<file path="src/rtl/hazard_stall_unit_if.sv">
// Hazard stall unit bus: ID/EX/MEM hazard inputs and pipeline control outputs.
// HAZARD_PERF_CNT_EN adds the stall/flush performance counter outputs.
interface hazard_stall_unit_if #(
   parameter int unsigned REG_W = 5
`ifdef HAZARD_PERF_CNT_EN
   , parameter int unsigned CNT_W = 32
`endif
);
   logic [REG_W-1:0] registerRsID;
   logic [REG_W-1:0] registerRtID;
   logic             useRtID;
   logic             branchID;
   logic             branchTakenID;
   logic             jumpID;
   logic             memReadEX;
   logic             regWriteEX;
   logic [REG_W-1:0] registerRdEX;
   logic             memReadMEM;
   logic [REG_W-1:0] registerRdMEM;
   logic             pcWrite;
   logic             ifidWrite;
   logic             idexBubble;
   logic             ifidFlush;
   logic             stallActive;
`ifdef HAZARD_PERF_CNT_EN
   logic [CNT_W-1:0] stallCount;
   logic [CNT_W-1:0] flushCount;
`endif

   modport slave (
      input  registerRsID, registerRtID, useRtID, branchID, branchTakenID, jumpID,
      input  memReadEX, regWriteEX, registerRdEX, memReadMEM, registerRdMEM,
`ifdef HAZARD_PERF_CNT_EN
      output stallCount, flushCount,
`endif
      output pcWrite, ifidWrite, idexBubble, ifidFlush, stallActive
   );

   modport master (
      output registerRsID, registerRtID, useRtID, branchID, branchTakenID, jumpID,
      output memReadEX, regWriteEX, registerRdEX, memReadMEM, registerRdMEM,
`ifdef HAZARD_PERF_CNT_EN
      input  stallCount, flushCount,
`endif
      input  pcWrite, ifidWrite, idexBubble, ifidFlush, stallActive
   );
endinterface

</file>
<file path="src/rtl/hazard_stall_unit.sv">
// Stall/flush controller for hazards that forwarding cannot resolve (Mealy outputs).
// Optional macro HAZARD_PERF_CNT_EN adds saturating stall/flush counters.
module hazard_stall_unit #(
   parameter int unsigned REG_W = 5
`ifdef HAZARD_PERF_CNT_EN
   , parameter int unsigned CNT_W = 32
`endif
) (
   input  logic              clk,
   input  logic              rst_n,
   hazard_stall_unit_if.slave bus
);
   localparam logic [0:0] ST_RUN  = 1'b0;
   localparam logic [0:0] ST_HOLD = 1'b1;

   logic [0:0]       r_state;
   logic [0:0]       w_state_nxt;
   logic [REG_W-1:0] w_rd_ex;
   logic [REG_W-1:0] w_rd_mem;
   logic             w_m_ex;
   logic             w_m_mem;
   logic             w_need2;
   logic             w_need1;

   assign w_rd_ex  = bus.registerRdEX;
   assign w_rd_mem = bus.registerRdMEM;

   // Register 0 is hardwired and never creates a dependency.
   assign w_m_ex  = (w_rd_ex != '0) && ((w_rd_ex == bus.registerRsID) ||
                    (bus.useRtID && (w_rd_ex == bus.registerRtID)));
   assign w_m_mem = (w_rd_mem != '0) && ((w_rd_mem == bus.registerRsID) ||
                    (bus.useRtID && (w_rd_mem == bus.registerRtID)));

   assign w_need2 = bus.branchID && bus.memReadEX && w_m_ex;
   assign w_need1 = (bus.memReadEX && w_m_ex) ||
                    (bus.branchID && bus.regWriteEX && w_m_ex) ||
                    (bus.branchID && bus.memReadMEM && w_m_mem);

   always_ff @(posedge clk or negedge rst_n) begin
      if (!rst_n) r_state <= ST_RUN;
      else        r_state <= w_state_nxt;
   end

   // Next state and outputs; a stall always suppresses the flush.
   always_comb begin
      w_state_nxt     = ST_RUN;
      bus.pcWrite     = 1'b1;
      bus.ifidWrite   = 1'b1;
      bus.idexBubble  = 1'b0;
      bus.ifidFlush   = 1'b0;
      bus.stallActive = 1'b0;
      if (!rst_n) begin
         bus.pcWrite    = 1'b0;
         bus.ifidWrite  = 1'b0;
         bus.idexBubble = 1'b1;
      end else begin
         case (r_state)
            ST_HOLD: begin
               bus.pcWrite     = 1'b0;
               bus.ifidWrite   = 1'b0;
               bus.idexBubble  = 1'b1;
               bus.stallActive = 1'b1;
            end
            default: begin
               if (w_need2 || w_need1) begin
                  bus.pcWrite     = 1'b0;
                  bus.ifidWrite   = 1'b0;
                  bus.idexBubble  = 1'b1;
                  bus.stallActive = 1'b1;
                  if (w_need2) w_state_nxt = ST_HOLD;
               end else begin
                  bus.ifidFlush = bus.jumpID || (bus.branchID && bus.branchTakenID);
               end
            end
         endcase
      end
   end

`ifdef HAZARD_PERF_CNT_EN
   logic [CNT_W-1:0] r_stall_cnt;
   logic [CNT_W-1:0] r_flush_cnt;

   // Saturating event counters, visible one cycle after the event.
   always_ff @(posedge clk or negedge rst_n) begin
      if (!rst_n) begin
         r_stall_cnt <= '0;
         r_flush_cnt <= '0;
      end else begin
         if (bus.stallActive && (r_stall_cnt != '1)) r_stall_cnt <= r_stall_cnt + CNT_W'(1);
         if (bus.ifidFlush && (r_flush_cnt != '1))   r_flush_cnt <= r_flush_cnt + CNT_W'(1);
      end
   end

   assign bus.stallCount = r_stall_cnt;
   assign bus.flushCount = r_flush_cnt;
`endif
endmodule

</file>
<file path="src/flat_wrapper.sv">
// flat-port wrapper written by rule: the top's interface ports become plain ports
module hazard_stall_unit_flat 
#(
   parameter int unsigned REG_W = 5

)
  (clk, rst_n, bus_registerRsID, bus_registerRtID, bus_useRtID, bus_branchID, bus_branchTakenID, bus_jumpID, bus_memReadEX, bus_regWriteEX, bus_registerRdEX, bus_memReadMEM, bus_registerRdMEM, bus_pcWrite, bus_ifidWrite, bus_idexBubble, bus_ifidFlush, bus_stallActive);
  hazard_stall_unit_if #(.REG_W(REG_W)) bus_i ();
  input  logic clk;
  input  logic rst_n;
  input wire logic [$bits(bus_i.registerRsID)-1:0] bus_registerRsID;
  input wire logic [$bits(bus_i.registerRtID)-1:0] bus_registerRtID;
  input wire logic [$bits(bus_i.useRtID)-1:0] bus_useRtID;
  input wire logic [$bits(bus_i.branchID)-1:0] bus_branchID;
  input wire logic [$bits(bus_i.branchTakenID)-1:0] bus_branchTakenID;
  input wire logic [$bits(bus_i.jumpID)-1:0] bus_jumpID;
  input wire logic [$bits(bus_i.memReadEX)-1:0] bus_memReadEX;
  input wire logic [$bits(bus_i.regWriteEX)-1:0] bus_regWriteEX;
  input wire logic [$bits(bus_i.registerRdEX)-1:0] bus_registerRdEX;
  input wire logic [$bits(bus_i.memReadMEM)-1:0] bus_memReadMEM;
  input wire logic [$bits(bus_i.registerRdMEM)-1:0] bus_registerRdMEM;
  output wire logic [$bits(bus_i.pcWrite)-1:0] bus_pcWrite;
  output wire logic [$bits(bus_i.ifidWrite)-1:0] bus_ifidWrite;
  output wire logic [$bits(bus_i.idexBubble)-1:0] bus_idexBubble;
  output wire logic [$bits(bus_i.ifidFlush)-1:0] bus_ifidFlush;
  output wire logic [$bits(bus_i.stallActive)-1:0] bus_stallActive;
  assign bus_i.registerRsID = bus_registerRsID;
  assign bus_i.registerRtID = bus_registerRtID;
  assign bus_i.useRtID = bus_useRtID;
  assign bus_i.branchID = bus_branchID;
  assign bus_i.branchTakenID = bus_branchTakenID;
  assign bus_i.jumpID = bus_jumpID;
  assign bus_i.memReadEX = bus_memReadEX;
  assign bus_i.regWriteEX = bus_regWriteEX;
  assign bus_i.registerRdEX = bus_registerRdEX;
  assign bus_i.memReadMEM = bus_memReadMEM;
  assign bus_i.registerRdMEM = bus_registerRdMEM;
  assign bus_pcWrite = bus_i.pcWrite;
  assign bus_ifidWrite = bus_i.ifidWrite;
  assign bus_idexBubble = bus_i.idexBubble;
  assign bus_ifidFlush = bus_i.ifidFlush;
  assign bus_stallActive = bus_i.stallActive;
  hazard_stall_unit #(.REG_W(REG_W)) u_core (.clk(clk), .rst_n(rst_n), .bus(bus_i));
endmodule
</file>
<file path="config.mk">
export PLATFORM = sky130hd
export DESIGN_NAME = hazard_stall_unit_flat
export DESIGN_NICKNAME = d
export VERILOG_FILES = /design/src/rtl/hazard_stall_unit_if.sv /design/src/rtl/hazard_stall_unit.sv /design/src/flat_wrapper.sv
export SDC_FILE = /design/constraint.sdc
export NUM_CORES = 1
export LEC_CHECK = 0
export ABC_AREA = 1
export CAP_MARGIN = 20
export CORE_UTILIZATION = 25
export CTS_BUF_LIST = sky130_fd_sc_hd__clkbuf_8
export CTS_CLUSTER_DIAMETER = 120
export CTS_CLUSTER_SIZE = 14
export DETAILED_ROUTE_END_ITERATION = 8
export PLACE_DENSITY = 0.71
export SYNTH_ARGS = -nofsm -noshare
export SYNTH_HDL_FRONTEND = slang
export SYNTH_SLANG_ARGS = --single-unit
</file>
<file path="constraint.sdc">
create_clock -name clk -period 3 [get_ports clk]
set_input_delay 0.6 -clock clk [delete_from_list [all_inputs] [get_ports clk]]
set_output_delay 0.6 -clock clk [all_outputs]
set_load 0.01 [all_outputs]
</file>
### Word level (Yosys, flattened, before mapping)

Index checks and enable logic that the tools add are counted.

| operators by class | value |
|---|---|
| eq/ne operators | 4 |
| mux-type cells | 14 |
| reductions and logical operators | 20 |

Operators with widths:

| cell | number |
|---|---|
| 5-bit == test | 4 |
| 1-bit 2-to-1 mux | 14 |
| 1-bit logical AND | 12 |
| 5-bit nonzero test | 2 |
| 1-bit logical OR | 6 |

| word-level totals | value |
|---|---|
| register bits after elaboration | 1 |
| input port bits | 29 |
| output and inout bits | 5 |
| word-level logic and storage cells | 39 |

### Longest topological paths before layout

Gate-level depths: netlist (run 1).

| depth | value |
|---|---|
| depth after elaboration | 11 |
| depth in mapped cells | 10 |
| depth with buffers taken out | 9 |

### Least setup slack after synthesis (run 1)

No wires, ideal clock.

| timing path | value |
|---|---|
| path kind | input-to-output |
| start point | input port bus_registerRtID[0] |
| end point | output port bus_pcWrite |
| arrival time | 1.435 ns |
| required time | 2.400 ns |
| path slack | 0.965 ns |
| stages on the path | 10 |
| buffers on the path | 1 |
| cell sequence | inv_1 -> nand2_1 -> nand2_1 -> nor2_1 -> nand3_1 -> nand2_2 -> a21oi_4 -> nand3_2 -> inv_1 -> buf_4 |

| between the ends | value |
|---|---|
| longest elaborated chain between the ends | 11 |
| elaborated cells between the ends (all ways) | 18 |
| classes of those cells | eq/ne (2); mux (3); reduce/logical (13) |

RTL lines:

| element | RTL line | text |
|---|---|---|
| from (decl) | flat_wrapper.sv:12 | `input wire logic [$bits(bus_i.registerRtID)-1:0] bus_registerRtID;` |
| 5-bit == test | hazard_stall_unit.sv:30 | `(bus.useRtID && (w_rd_ex == bus.registerRtID)));` |
| 1-bit logical AND | hazard_stall_unit.sv:30 |  |
| 1-bit logical OR | hazard_stall_unit.sv:29 | `assign w_m_ex = (w_rd_ex != '0) && ((w_rd_ex == bus.registerRsID) \|\|` |
| 1-bit logical AND | hazard_stall_unit.sv:29 |  |
| 1-bit logical AND, on equally long branches | hazard_stall_unit.sv:35, hazard_stall_unit.sv:36 |  |
| 1-bit logical OR | hazard_stall_unit.sv:35 | `assign w_need1 = (bus.memReadEX && w_m_ex) \|\|` |
| 1-bit logical OR | hazard_stall_unit.sv:36 | `(bus.branchID && bus.regWriteEX && w_m_ex) \|\|` |
| 1-bit logical OR * | hazard_stall_unit.sv:65 | `if (w_need2 \|\| w_need1) begin` |
| 1-bit 2-to-1 mux * (3 in series) | -- |  |
| to (decl) | flat_wrapper.sv:22 | `output wire logic [$bits(bus_i.pcWrite)-1:0] bus_pcWrite;` |

Every way passes the cells marked *; elsewhere a longest branch is shown, timed or not.

### Worst setup path in the final report (run 1)

| timing path | value |
|---|---|
| start point | input port bus_registerRdEX[0] |
| end point | output port bus_stallActive |

| between the ends | value |
|---|---|
| longest elaborated chain between the ends | 11 |
| elaborated cells between the ends (all ways) | 15 |
| classes of those cells | eq/ne (2); mux (3); reduce/logical (10) |

RTL lines:

| element | RTL line | text |
|---|---|---|
| from (decl) | flat_wrapper.sv:19 | `input wire logic [$bits(bus_i.registerRdEX)-1:0] bus_registerRdEX;` |
| 5-bit == test | hazard_stall_unit.sv:30 |  |
| 1-bit logical AND | hazard_stall_unit.sv:30 |  |
| 1-bit logical OR | hazard_stall_unit.sv:29 |  |
| 1-bit logical AND * | hazard_stall_unit.sv:29 |  |
| 1-bit logical AND, on equally long branches | hazard_stall_unit.sv:35, hazard_stall_unit.sv:36 |  |
| 1-bit logical OR | hazard_stall_unit.sv:35 |  |
| 1-bit logical OR | hazard_stall_unit.sv:36 |  |
| 1-bit logical OR * | hazard_stall_unit.sv:65 |  |
| 1-bit 2-to-1 mux * | hazard_stall_unit.sv:65 |  |
| 1-bit 2-to-1 mux * | hazard_stall_unit.sv:57 | `case (r_state)` |
| 1-bit 2-to-1 mux * | hazard_stall_unit.sv:52 | `if (!rst_n) begin` |
| to (decl) | flat_wrapper.sv:26 | `output wire logic [$bits(bus_i.stallActive)-1:0] bus_stallActive;` |

Marks and branches as above.

==> out/metrics.cfg, run 1 <==
[power]
sequentialPowerShare = 0.117
p_int_uw = 71.31
p_sw_uw = 48.14
p_leak_nw = 0.5047
power.density_nw_per_um2 = 138.6
peakVddDrop_v = 0.00008723
pwr-share-clk = 0
p_sw_frac = 0.4030
combPwrFrac = 0.883

[global_route]
antenna_found_initial = 0
grt_max_degree = 6
grt_pass1_wl_mm = 2.173
grt_pass1_vias = 564
grt_use_total = 0.1342
gr-total-overflow = 0

[worst_setup_path]
path_cells = clkdlybuf4s50_1 > inv_2 > nand2_1 > nand2_1 > a21oi_2 > nand3_1 > nand2_2 > nand3_2 > a21oi_1 > dlygate4sd2_1
worstPathArrival_ns = 2.12
crit_type = in -> out
cpMaxStageDelayCell = clkdlybuf4s50_1
cp_max_fo = 4
critPathMaxStageDelay_ns = 0.54
timing.critical_path.buf_inv = 3
cp_data_required_time_ns = 2.40
reg2regPathDepth = 3
cp_num_cells = 10
endpoint_kind = primary output
critical-path-top-delay-family = buffers and inverters
cpMostUsedCell = nand2_1
cp-start-kind = primary input

[floorplanning]
coreArea_um2 = 1802
dieHeight_um = 46.69
start_util = 0.2771
die_area_um2 = 2179
top_level_ports = 34
rows = 15
die_w_um = 46.69

[synthesis]
postSynthCellCount = 107
syn_area_um2 = 499.2
syn_avg_cell_area_um2 = 4.666
syn-num-nets = 136
ys_warn_count = 0
synth_seq_cells = 1
synthDistinctLibCells = 17
synth_seq_area_share = 0.05013

[detailed_routing]
detail-route-antenna-nets = 0
post_drt_wl_per_cell_um = 9.104
vias_per_cell = 4.165
vias = 683
drc = 0
drt_wl_total_mm = 1.493
drt-pass1-iter-count = 4
drt_iter0_markers = 9

[final_layout]
diodes = 0
layout_commonest_cell = nand2_1
final_cells = 164
reg.largest.list = u_core.r_state: 1 flops
largest_reg_flops = 1
final_nets = 170
regMostFlops = u_core.r_state
drive_gt1_frac = 0.1007
utilization = 0.4785
area_growth_pct = 72.68
final_cell_mix = 43 x nand2_1, 28 x clkdlybuf4s50_1, 16 x inv_1

[sta]
final-hold-violation-count = 0
max_freq_mhz = 367.5
skew_ns = 0
worst_pin_slew_ns = 0.1865
slew_headroom = 0.8753
rsz0062_at_grt = no
setup_tns_ns = 0
hold_slack_ns = 0.5864
setup_viol_count_final = 0
setup_slack_ns = 0.2792
period_needed_ns = 2.721
drv_slew = 0
finalCritPeriodShare = 0.9069

[min_path]
hold_class = reg -> reg
whs_path_depth = 3

[placed_design]
post-place-ws_ns = 0.001434
routabilityCongestion = 0.8493
portBuffers = 33
place_inst = 164
dp_hpwl_mm = 1.355

[job]
maxCapViolations = 0

[outcome]
outcome = finished clean

[clocking]
cts_hold_buffers = 0
clkSlewWorstSetupHoldPaths_ns = 0
clkLatencyLatePin_ns = 0

[kinds of logic after synthesis]
kind of cell    count (synthesis)  share of synthesized area
xor+xnor                        3                    0.05264
buf+inv                        24                     0.1880
simple gates                   71                     0.5990
compound gates                  8                     0.1103
flops                           1                    0.05012
[worst register-to-register path, delay by kind of cell (launching register included)]
kind	cells	cell delay (ns)
DFF	1	0.38
and+or+nand+nor	3	0.30
[metal layers]
metal	GRT usage	share of wire	vias to the layer above
li1	-	-	383
met1	0.1912	0.49	283
met2	0.2361	0.47	17
met3	0.003922	0.043	0
met4	0	0	0
met5	0	0	-
[metrics by stage]
stage | power [mW] | area, µm²
2_1_floorplan | 0.06007 | 499.2
4_1_cts | 0.1212 | 852.1
5_1_grt | 0.1303 | 862.1
3_3_place_gp | 0.1199 | 853.3
3_5_place_dp | 0.1211 | 853.3
6_report | 0.1195 | 862.1
[path summary, 6_finish.rpt]
path	start	to	slack (ns)
max	bus_registerRdEX[0]	bus_stallActive	0.28
min	u_core.r_state	u_core.r_state	0.59
max reg2reg	u_core.r_state	u_core.r_state	2.24
min reg2reg	u_core.r_state	u_core.r_state	0.59
max in group asynchronous	rst_n	u_core.r_state	2.07
min in group asynchronous	rst_n	u_core.r_state	0.79
[power groups by stage]
stage	sequential, mW	clock (mW)	combinational (mW)
3_5_place_dp	0.0140	0	0.107
3_3_place_gp	0.0140	0	0.106
4_1_cts	0.0140	0	0.107
2_1_floorplan	0.0140	0	0.0461
5_1_grt	0.0140	0	0.116
6_report	0.0140	0	0.105
[cells in the mapped netlist, drive strengths merged]
cell type,instances,area share
nand2,45,0.35
inv,23,0.17
nor2,16,0.13
nand3,8,0.10
a21oi,5,0.080
o21ai,3,0.030
nand4,2,0.025
xnor2,2,0.035
buf,1,0.015
dfrtp,1,0.050
xor2,1,0.018
[area by class of cell]
cell class                 instances  area, µm²
fill                             194      939.7
inverter                          23      86.33
multi-input combinational         82      380.4
sequential                         1      25.02
tap                               25      31.28
timing repair buffer              33      339.1
[timing repair]
action | CTS | global route
setup buffers | 0 | 0
gates resized for setup | 1 | 4
pin swaps | 0 | 0
endpoints found under the setup margin | 1 | 4
No activity file was read; power rests on OpenSTA's default activity.
==> inputs of run 2 (changes only) <==
Settings changed: REMOVE_ABC_BUFFERS set to 1.
==> out/metrics.cfg, run 2 (synthesis results as in run 1) <==
[final_layout]
layout_commonest_cell = nand2_1
final_area_um2 = 868.3  ; +0.73%
largest_reg_flops = 1  ; unchanged
regMostFlops = u_core.r_state
final_cell_mix = 43 x nand2_1, 27 x clkdlybuf4s50_1, 16 x inv_1
seqCellArea_um2 = 25.02  ; unchanged
utilization = 0.4819  ; +0.003472
area_growth_pct = 73.93
num-fill-cells = 202  ; +4.1%
reg.largest.list = u_core.r_state: 1 flops
diodes = 0  ; unchanged
multi_input_area_um2 = 380.4  ; unchanged
drive_gt1_frac = 0.1007  ; unchanged
final_nets = 170  ; unchanged

[clocking]
cts_hold_buffers = 0  ; unchanged
clkLatencyLatePin_ns = 0  ; unchanged
clkSlewWorstSetupHoldPaths_ns = 0  ; unchanged
postCtsSetupBuffers = 0  ; unchanged

[worst_setup_path]
crit_type = in -> out
cp-start-kind = primary input
critPathCapture = bus_pcWrite
reg2reg_from = u_core.r_state
r2r_end = u_core.r_state
crit_path_start = bus_registerRdMEM[1]
endpoint_kind = primary output
cp_data_required_time_ns = 2.40  ; about the same
cp_max_fo = 4  ; unchanged
r2r_setup_slack_ns = 2.25  ; about the same
reg2regPathDepth = 3  ; unchanged
worstPathArrival_ns = 2.00  ; -0.12 ns

[detailed_routing]
drt_iter0_markers = 13  ; +4
vias = 685  ; +0.29%
drt-pass1-iter-count = 4  ; unchanged
drc = 0  ; unchanged
drt_wl_total_mm = 1.506  ; +0.87%
detail-route-antenna-nets = 0  ; unchanged
vias_per_cell = 4.177  ; +0.29%
post_drt_wl_per_cell_um = 9.183  ; +0.87%

[placed_design]
routabilityCongestion = 0.8702  ; +2.5%
portBuffers = 33  ; unchanged
placedInstanceArea_um2 = 853.3  ; unchanged
dp_hpwl_mm = 1.346  ; -0.69%

[floorplanning]
die_w_um = 46.69  ; unchanged
die_area_um2 = 2179  ; unchanged
start_util = 0.2771  ; unchanged
dieHeight_um = 46.69  ; unchanged
rows = 15  ; unchanged
top_level_ports = 34  ; unchanged
coreArea_um2 = 1802  ; unchanged

[outcome]
outcome = finished clean

[sta]
worst_pin_slew_ns = 0.1779  ; -0.008594 ns
rsz0062_at_grt = no
final-hold-violation-count = 0  ; unchanged
setup_viol_count_final = 0  ; unchanged
finalCritPeriodShare = 0.8651  ; -0.04185
period_needed_ns = 2.595  ; -0.1255 ns
max_freq_mhz = 385.3  ; +4.8%
hold_slack_ns = 0.5843  ; -0.002046 ns
skew_ns = 0  ; unchanged
slew_headroom = 0.8801  ; +0.004865
setup_tns_ns = 0  ; unchanged
drv_slew = 0  ; unchanged

[power]
peakVddDrop_v = 0.00007335  ; -16%
power.density_nw_per_um2 = 137.4  ; -0.85%
power_uw = 119.3  ; -0.13%
p_leak_nw = 0.5273  ; +4.5%

[global_route]
antenna_found_initial = 0  ; unchanged
grt_pass1_wl_mm = 2.256  ; +3.8%
grt_use_total = 0.1367  ; +0.002491
grt_max_degree = 6  ; unchanged
gr-total-overflow = 0  ; unchanged
grt_pass1_vias = 586  ; +3.9%

[job]
maxCapViolations = 0  ; unchanged

[min_path]
hold_class = reg -> reg

-- run 2: cell types whose count changed in the layout (fill, tap and decap cells not counted), sizes merged --
| cell | previous run | this run |
|---|---|---|
| clkdlybuf4s50 | 28 | 27 |
| dlymetal6s2s | 4 | 6 |
| dlygate4sd2 | 1 | 0 |
-- run 2: what timing repair did --
item,4_1_cts,5_1_grt
endpoints found under the hold margin,0,0
resized for setup,0,6
endpoints found under the setup margin,0,5
-- run 2: layer usage --
metal,global-route usage,wire [µm],part of all wire,vias up
met4,0.01714,19,0.013,0
met1,0.1801,697,0.46,286
met5,0,0,0,-
li1,-,-,-,382
met3,0,62,0.041,2
met2,0.2528,726,0.48,15
-- run 2: worst min-delay path by stage --
stage / end / depth (start not counted) / slack, ns / start
6_report: u_core.r_state / 3 / 0.58 / u_core.r_state
5_1_grt: u_core.r_state / 3 / 0.62 / u_core.r_state
4_1_cts: u_core.r_state / 3 / 0.59 / u_core.r_state
3_5_place_dp: u_core.r_state / 3 / 0.59 / u_core.r_state
3_3_place_gp: u_core.r_state / 3 / 0.58 / u_core.r_state
2_1_floorplan: u_core.r_state / 0 / 0.30 / rst_n
-- run 2: per-stage QoR --
stage,instances,setup slack (ns)
after floorplan,106,1.056
after global placement,164,0.04577
after detailed placement,164,0.04019
after CTS,164,0.03197
after global routing,164,0.2755
final,164,0.4048
-- run 2: cell type report --
type,instances,area share
timing repair buffer,33,0.3977
multi-input combinational,82,0.4380
tap,25,0.03602
inverter,23,0.09942
sequential,1,0.02882
-- run 2: power by group --
group          internal [mW]  total [mW]  switching (mW)
Clock                      0           0               0
Combinational         0.0575       0.105          0.0479
Sequential            0.0138      0.0140        0.000126
-- run 2: worst max-delay path, cell delays in order --
cell	delay [ns]
clkdlybuf4s50_1	0.48
nor2_1	0.13
nand4_1	0.12
nand3_1	0.09
inv_1	0.06
a21oi_4	0.16
nand3_2	0.10
inv_1	0.08
dlymetal6s2s_1	0.16
